--- src/rtl/adc_rr_arbiter.sv ---
// adc_rr_arbiter
// Shares one 32-bit AXI-Stream sample port between eight ADC receiver
// channels. Grants one requesting channel at a time in round-robin order,
// latches its sample, pulses ack to that channel and emits the sample tagged
// with the channel ID. Frames of FRAME_LEN samples are delimited by m_tlast.
// A channel that waits MAX_WAIT cycles unserved sets its sticky overrun bit.
//
// Ports
//   clk        sample clock
//   rst        asynchronous active-high reset
//   start      capture enable (level)
//   ch_en      per-channel enable mask
//   req        per-channel request, data_flat slice stable while high
//   data_flat  channel i sample on bits [32i+31:32i]
//   ack        one-cycle grant pulse back to the granted channel
//   m_tdata    granted sample
//   m_tuser    channel ID of m_tdata
//   m_tvalid   AXIS valid
//   m_tready   AXIS ready
//   m_tlast    last sample of a frame
//   overrun    sticky per-channel wait-timeout flags
//   busy       registered (state != IDLE)
//
// state | meaning
// IDLE  | capture disabled, outputs quiescent
// ARB   | pick next eligible channel after the round-robin pointer
// OUT   | beat presented on the stream port, waiting for m_tready
module adc_rr_arbiter #(
  parameter int unsigned FRAME_LEN = 64,
  parameter int unsigned MAX_WAIT  = 16
) (
  input  logic         clk,
  input  logic         rst,
  input  logic         start,
  input  logic [7:0]   ch_en,
  input  logic [7:0]   req,
  input  logic [255:0] data_flat,
  output logic [7:0]   ack,
  output logic [31:0]  m_tdata,
  output logic [2:0]   m_tuser,
  output logic         m_tvalid,
  input  logic         m_tready,
  output logic         m_tlast,
  output logic [7:0]   overrun,
  output logic         busy
);

  localparam int unsigned     WW       = $clog2(MAX_WAIT + 1);
  localparam logic [15:0]     LAST_CNT = 16'(FRAME_LEN - 1);
  localparam logic [WW-1:0]   WAIT_MAX = WW'(MAX_WAIT);

  typedef enum logic [1:0] {IDLE, ARB, OUT} state_t;

  state_t        state, state_n;
  logic [2:0]    ptr;
  logic [7:0]    served;
  logic [15:0]   count;
  logic [WW-1:0] wait_cnt [8];
  logic [7:0]    eligible;
  logic [7:0]    grant;
  logic [2:0]    grant_idx;
  logic [2:0]    scan_idx;
  logic          grant_any;
  logic          accept;

  // served masks a channel after its grant until its request drops, so one
  // request assertion yields exactly one sample.
  assign eligible = req & ch_en & ~served;
  assign accept   = (state == OUT) && m_tready;

  always_comb begin
    state_n   = state;
    grant     = '0;
    grant_idx = ptr;
    grant_any = 1'b0;
    scan_idx  = ptr;
    case (state)
      IDLE: begin
        if (start) state_n = ARB;
      end
      ARB: begin
        if (!start) begin
          state_n = IDLE;
        end else begin
          // scan ptr+1 .. ptr+8 (mod 8); the last slot is ptr itself
          for (int k = 1; k <= 8; k++) begin
            scan_idx = ptr + 3'(k);
            if (!grant_any && eligible[scan_idx]) begin
              grant_any = 1'b1;
              grant_idx = scan_idx;
            end
          end
          if (grant_any) begin
            grant[grant_idx] = 1'b1;
            state_n          = OUT;
          end
        end
      end
      OUT: begin
        if (m_tready) state_n = ARB;
      end
      default: state_n = IDLE;
    endcase
  end

  always_ff @(posedge clk or posedge rst) begin
    if (rst) state <= IDLE;
    else     state <= state_n;
  end

  always_ff @(posedge clk or posedge rst) begin
    if (rst) begin
      ptr      <= 3'd7;
      served   <= '0;
      count    <= '0;
      ack      <= '0;
      m_tdata  <= '0;
      m_tuser  <= '0;
      m_tvalid <= 1'b0;
      m_tlast  <= 1'b0;
      busy     <= 1'b0;
    end else begin
      busy   <= (state_n != IDLE);
      ack    <= grant;
      served <= req & (served | grant);

      if ((state == IDLE && start) || (state == ARB && !start))
        count <= '0;
      else if (accept)
        count <= (count == LAST_CNT) ? '0 : count + 16'd1;

      if (grant_any) begin
        m_tdata  <= data_flat[{grant_idx, 5'd0} +: 32];
        m_tuser  <= grant_idx;
        m_tvalid <= 1'b1;
        m_tlast  <= (count == LAST_CNT);
        ptr      <= grant_idx;
      end else if (accept) begin
        m_tvalid <= 1'b0;
        m_tlast  <= 1'b0;
      end
    end
  end

  always_ff @(posedge clk or posedge rst) begin
    if (rst) begin
      for (int i = 0; i < 8; i++) wait_cnt[i] <= '0;
      overrun <= '0;
    end else begin
      for (int i = 0; i < 8; i++) begin
        if (state == IDLE || !eligible[i] || grant[i]) begin
          wait_cnt[i] <= '0;
        end else if (wait_cnt[i] != WAIT_MAX) begin
          wait_cnt[i] <= wait_cnt[i] + WW'(1);
          if (wait_cnt[i] == WAIT_MAX - WW'(1)) overrun[i] <= 1'b1;
        end
      end
      // a fresh capture session starts with clean overrun flags
      if (state == IDLE && start) overrun <= '0;
    end
  end

endmodule

--- config.mk ---
export PLATFORM = sky130hd
export DESIGN_NAME = adc_rr_arbiter
export DESIGN_NICKNAME = d
export VERILOG_FILES = /design/src/rtl/adc_rr_arbiter.sv
export SDC_FILE = /design/constraint.sdc
export NUM_CORES = 1
export LEC_CHECK = 0
export CAP_MARGIN = 20
export CORE_MARGIN = 2
export CORE_UTILIZATION = 45
export DETAILED_ROUTE_END_ITERATION = 16
export HOLD_SLACK_MARGIN = 0.1
export PLACE_DENSITY = 0.82
export SYNTH_ARGS = -nofsm -noshare
export SYNTH_HDL_FRONTEND = slang
export SYNTH_SLANG_ARGS = --single-unit
--- constraint.sdc ---
create_clock -name clk -period 5.8 [get_ports clk]
set_input_delay 1.45 -clock clk [delete_from_list [all_inputs] [get_ports clk]]
set_output_delay 1.45 -clock clk [all_outputs]
set_load 0.01 [all_outputs]
==> key figures <==
Synth
  • Mapped Cells: 832
  • Cell taking the most area after synthesis: dfrtp_1
  • Post-synth ARST share: 100%
  • Sequential fraction of the synthesis area: 35.6%
  • Synth top area cells: dfrtp_1, mux4_2, mux2_2
  • Top cell type's share of synthesized area: 34.7%
  • Post-synthesis cell type count: 72
  • EDFF count, synth: 0
  • #FFs+latches synth: 123
  • YS warnings: 0
  • Most used DFF post-synth: dfrtp_1
  • Synthesized area per cell: 10.4 µm²
  • Syn Nets: 1135
  • Post-Syn Area: 8660 µm²

Critical path
  • Worst r2r dst: m_tdata[25]
  • Reg-to-reg startpoint: ptr[1]
  • Register-to-Register Path Depth: 12
  • Crit path max fanout: 15
  • Worst-path cell chain: clkdlybuf4s50_1 -> nor4bb_1 -> nor3_1 -> a211oi_1 -> o21ai_0 -> a221oi_1 -> and4_2 -> buf_12 -> buf_4 -> mux4_2 -> nand2_1 -> nand2_1
  • End of the critical path: m_tdata[1]
  • Max incr delay on CP: 0.65 ns
  • Critical Setup Path Class: input pin to flop
  • Critical Path AT: 5.39 ns
  • Crit path launch: req[0]
  • Worst path slowest cell: nor4bb_1
  • CP Capture Type: flop
  • Most common cell on crit path: nand2_1
  • CP required: 6.10 ns
  • Reg2reg setup slack: 0.97 ns
  • Crit path launch type: input pin

Power and ir drop
  • Worst vdd ir: 271 µV
  • P_leak: 5.34 nW
  • Pwr dens: 459 nW/µm²

Floorplan
  • Die area: 20400 µm²
  • Die width: 143 µm
  • Starting Density: 46.1%
  • IO Pins: 330
  • Core area: 18800 µm²
  • FP Rows: 50
  • Die Ht: 143 µm

Drt
  • Routed Wire Length: 31.3 mm
  • Number of remaining DRC errors: 0
  • DR iter-0 viols: 613
  • Wire length per cell: 22.2 µm
  • Via count: 8207
  • Routed Antenna Nets: 0
  • DR pass1 iterations: 6
  • Via density per instance: 5.82

Min path
  • Hold WC Path Type: flop to flop
  • Worst Hold Launch: m_tvalid

Timing
  • Unrepaired setup endpoints after global routing: no
  • Max_slew headroom: 42.1%
  • Period utilisation layout: 87.8%
  • Slew Limit Fails: 0
  • Endpoints failing setup: 0
  • Final min period: 5.09 ns
  • Fmax: 0.196 GHz
  • Worst setup margin: 0.706 ns
  • Tightest Pin Transition: 0.865 ns
  • Setup Skew: 0.0111 ns
  • Final Hold Viols: 0
  • Setup_tns: 0 ns

CTS
  • Clock buffer depth: 2
  • Clk sink count: 123
  • Root Buffer: clkbuf_16
  • H-tree depth: 4
  • Post-CTS Hold Buffers: 0
  • CTS resizes: 0
  • TritonCTS clock tree: yes
  • Clock Latency Late Sink: 0.43 ns
  • TritonCTS Buffers: 17
  • Post-CTS setup buffer count: 0
  • Clock transition at the registers of the reported paths: 0.06 ns

Global route
  • Largest net degree at the start of global routing: 63
  • Vias in the first global route: 8228
  • First-pass GRT wire length: 46.8 mm
  • Grt met3 use: 8.25%
  • GRT overflow: 0
  • Met2 Use GR: 52.4%
  • Met1 usage: 38.1%
  • Initial antenna violation count: 4
  • Gr usage total: 30.7%
  • GRT busiest layer: met2

Finish
  • Share of cells above drive strength 1: 17.1%
  • Area growth from synthesis to layout: 48.8%
  • Reg area: 3080 µm²
  • Number of fill cells in the layout: 1443
  • Multi-input gate area: 5230 µm²
  • Fin util: 68.6%
  • Total Nets Final: 1463

Placement
  • I/O Buffers: 329
  • Detailed placement HPWL: 24.7 mm
  • Gpl congestion: 0.912
  • DP Worst Slack: 0.422 ns

Status
  • Status: finished, final reports clean

Job
  • Max_cap viols: 0
## state kept, by name (all words and copies together), names as in the netlist
register  cells
ack           8
m_tdata      32
wait_cnt     40
served        8
ptr           3
state         2
m_tvalid      1
busy          1
overrun       8
count        16
m_tlast       1
m_tuser       3
## cells in the final DEF (no fill, tap or decap), types with 23 or more instances in the layout
master,n
nand2_1,118
nor2_1,69
a222oi_1,29
mux2i_1,23
clkdlybuf4s50_1,329
dfrtp_1,120
inv_1,28
mux4_2,45
ha_1,27
mux2_2,64
nand3_1,27
## power by group
group	internal [mW]	total [mW]	switching, mW
Sequential	1.05	1.21	0.162
Combinational	1.80	3.58	1.78
Clock	0.686	1.12	0.435
## per-stage QoR
step | hold slack [ns] | instances | instance area, µm² | power [mW]
2_1_floorplan | 0.464 | 832 | 8660 | 3.58
3_3_place_gp | 0.467 | 1375 | 12300 | 4.73
3_5_place_dp | 0.471 | 1375 | 12300 | 4.76
4_1_cts | 0.489 | 1407 | 12900 | 5.90
5_1_grt | 0.501 | 1408 | 12900 | 6.22
6_report | 0.485 | 1409 | 12900 | 5.92
## cells in the mapped netlist (all sizes together), types with 3 or more instances
cell type / number
o21ai: 23
dfrtp: 120
nand4: 6
and3: 17
a221oi: 3
mux2i: 24
and2: 4
nand2b: 3
a32o: 3
or3: 10
a21o: 3
inv: 32
dfstp: 3
mux4: 45
and3b: 6
mux2: 64
a221o: 3
nor3: 11
nor2: 69
a211oi: 4
o2bb2ai: 3
nor2b: 3
xor2: 22
xnor2: 16
buf: 26
nand3: 28
clkbuf: 20
o31ai: 3
and4: 4
ha: 27
nand2: 118
nor4: 7
a21oi: 22
a22o: 3
a222oi: 29
or2: 4
nand3b: 8
a31oi: 3
o21a: 11
## cell families after synthesis
group                    share of synthesized area [%]
AO/OA/AOI/OAI                                     10.9
AND/OR/NAND/NOR                                   18.7
adder cells (fa/ha/maj)                           3.90
multiplexers                                      23.0
buffers and inverters                             4.09
XOR/XNOR                                          3.84
flip-flops                                        35.6
## how the worst min path moves through the flow
| stage | endpoint | slack (ns) | cells past startpoint |
|---|---|---|---|
| 2_1_floorplan | served[2] | 0.46 | 1 |
| 3_3_place_gp | overrun[4] | 0.47 | 2 |
| 3_5_place_dp | m_tvalid | 0.47 | 2 |
| 4_1_cts | m_tvalid | 0.49 | 2 |
| 5_1_grt | m_tvalid | 0.50 | 2 |
| 6_report | m_tvalid | 0.48 | 2 |
## per-layer routing
layer,share of wire [%],routed length [µm]
met4,2.4,760
met5,0.086,27
met2,50,15600
met1,39,12400
met3,8.1,2540
## cell type report
type | count | share of cell area, %
antenna | 2 | 0.0388
clock buffer | 18 | 3.33
clock inverter | 14 | 1.44
inverter | 32 | 0.952
multi-input combinational | 631 | 40.6
sequential | 123 | 23.9
tap | 234 | 2.27
timing repair buffer | 355 | 27.5
## critical path: cells and delay by family
kind / cells / cell delay, ns
AND/OR/NAND/NOR: 5 / 1.48
multiplexers: 1 / 0.51
AO/OA/AOI/OAI: 3 / 0.94
buffers and inverters: 3 / 0.98
Power figures use the tool's default switching activity.
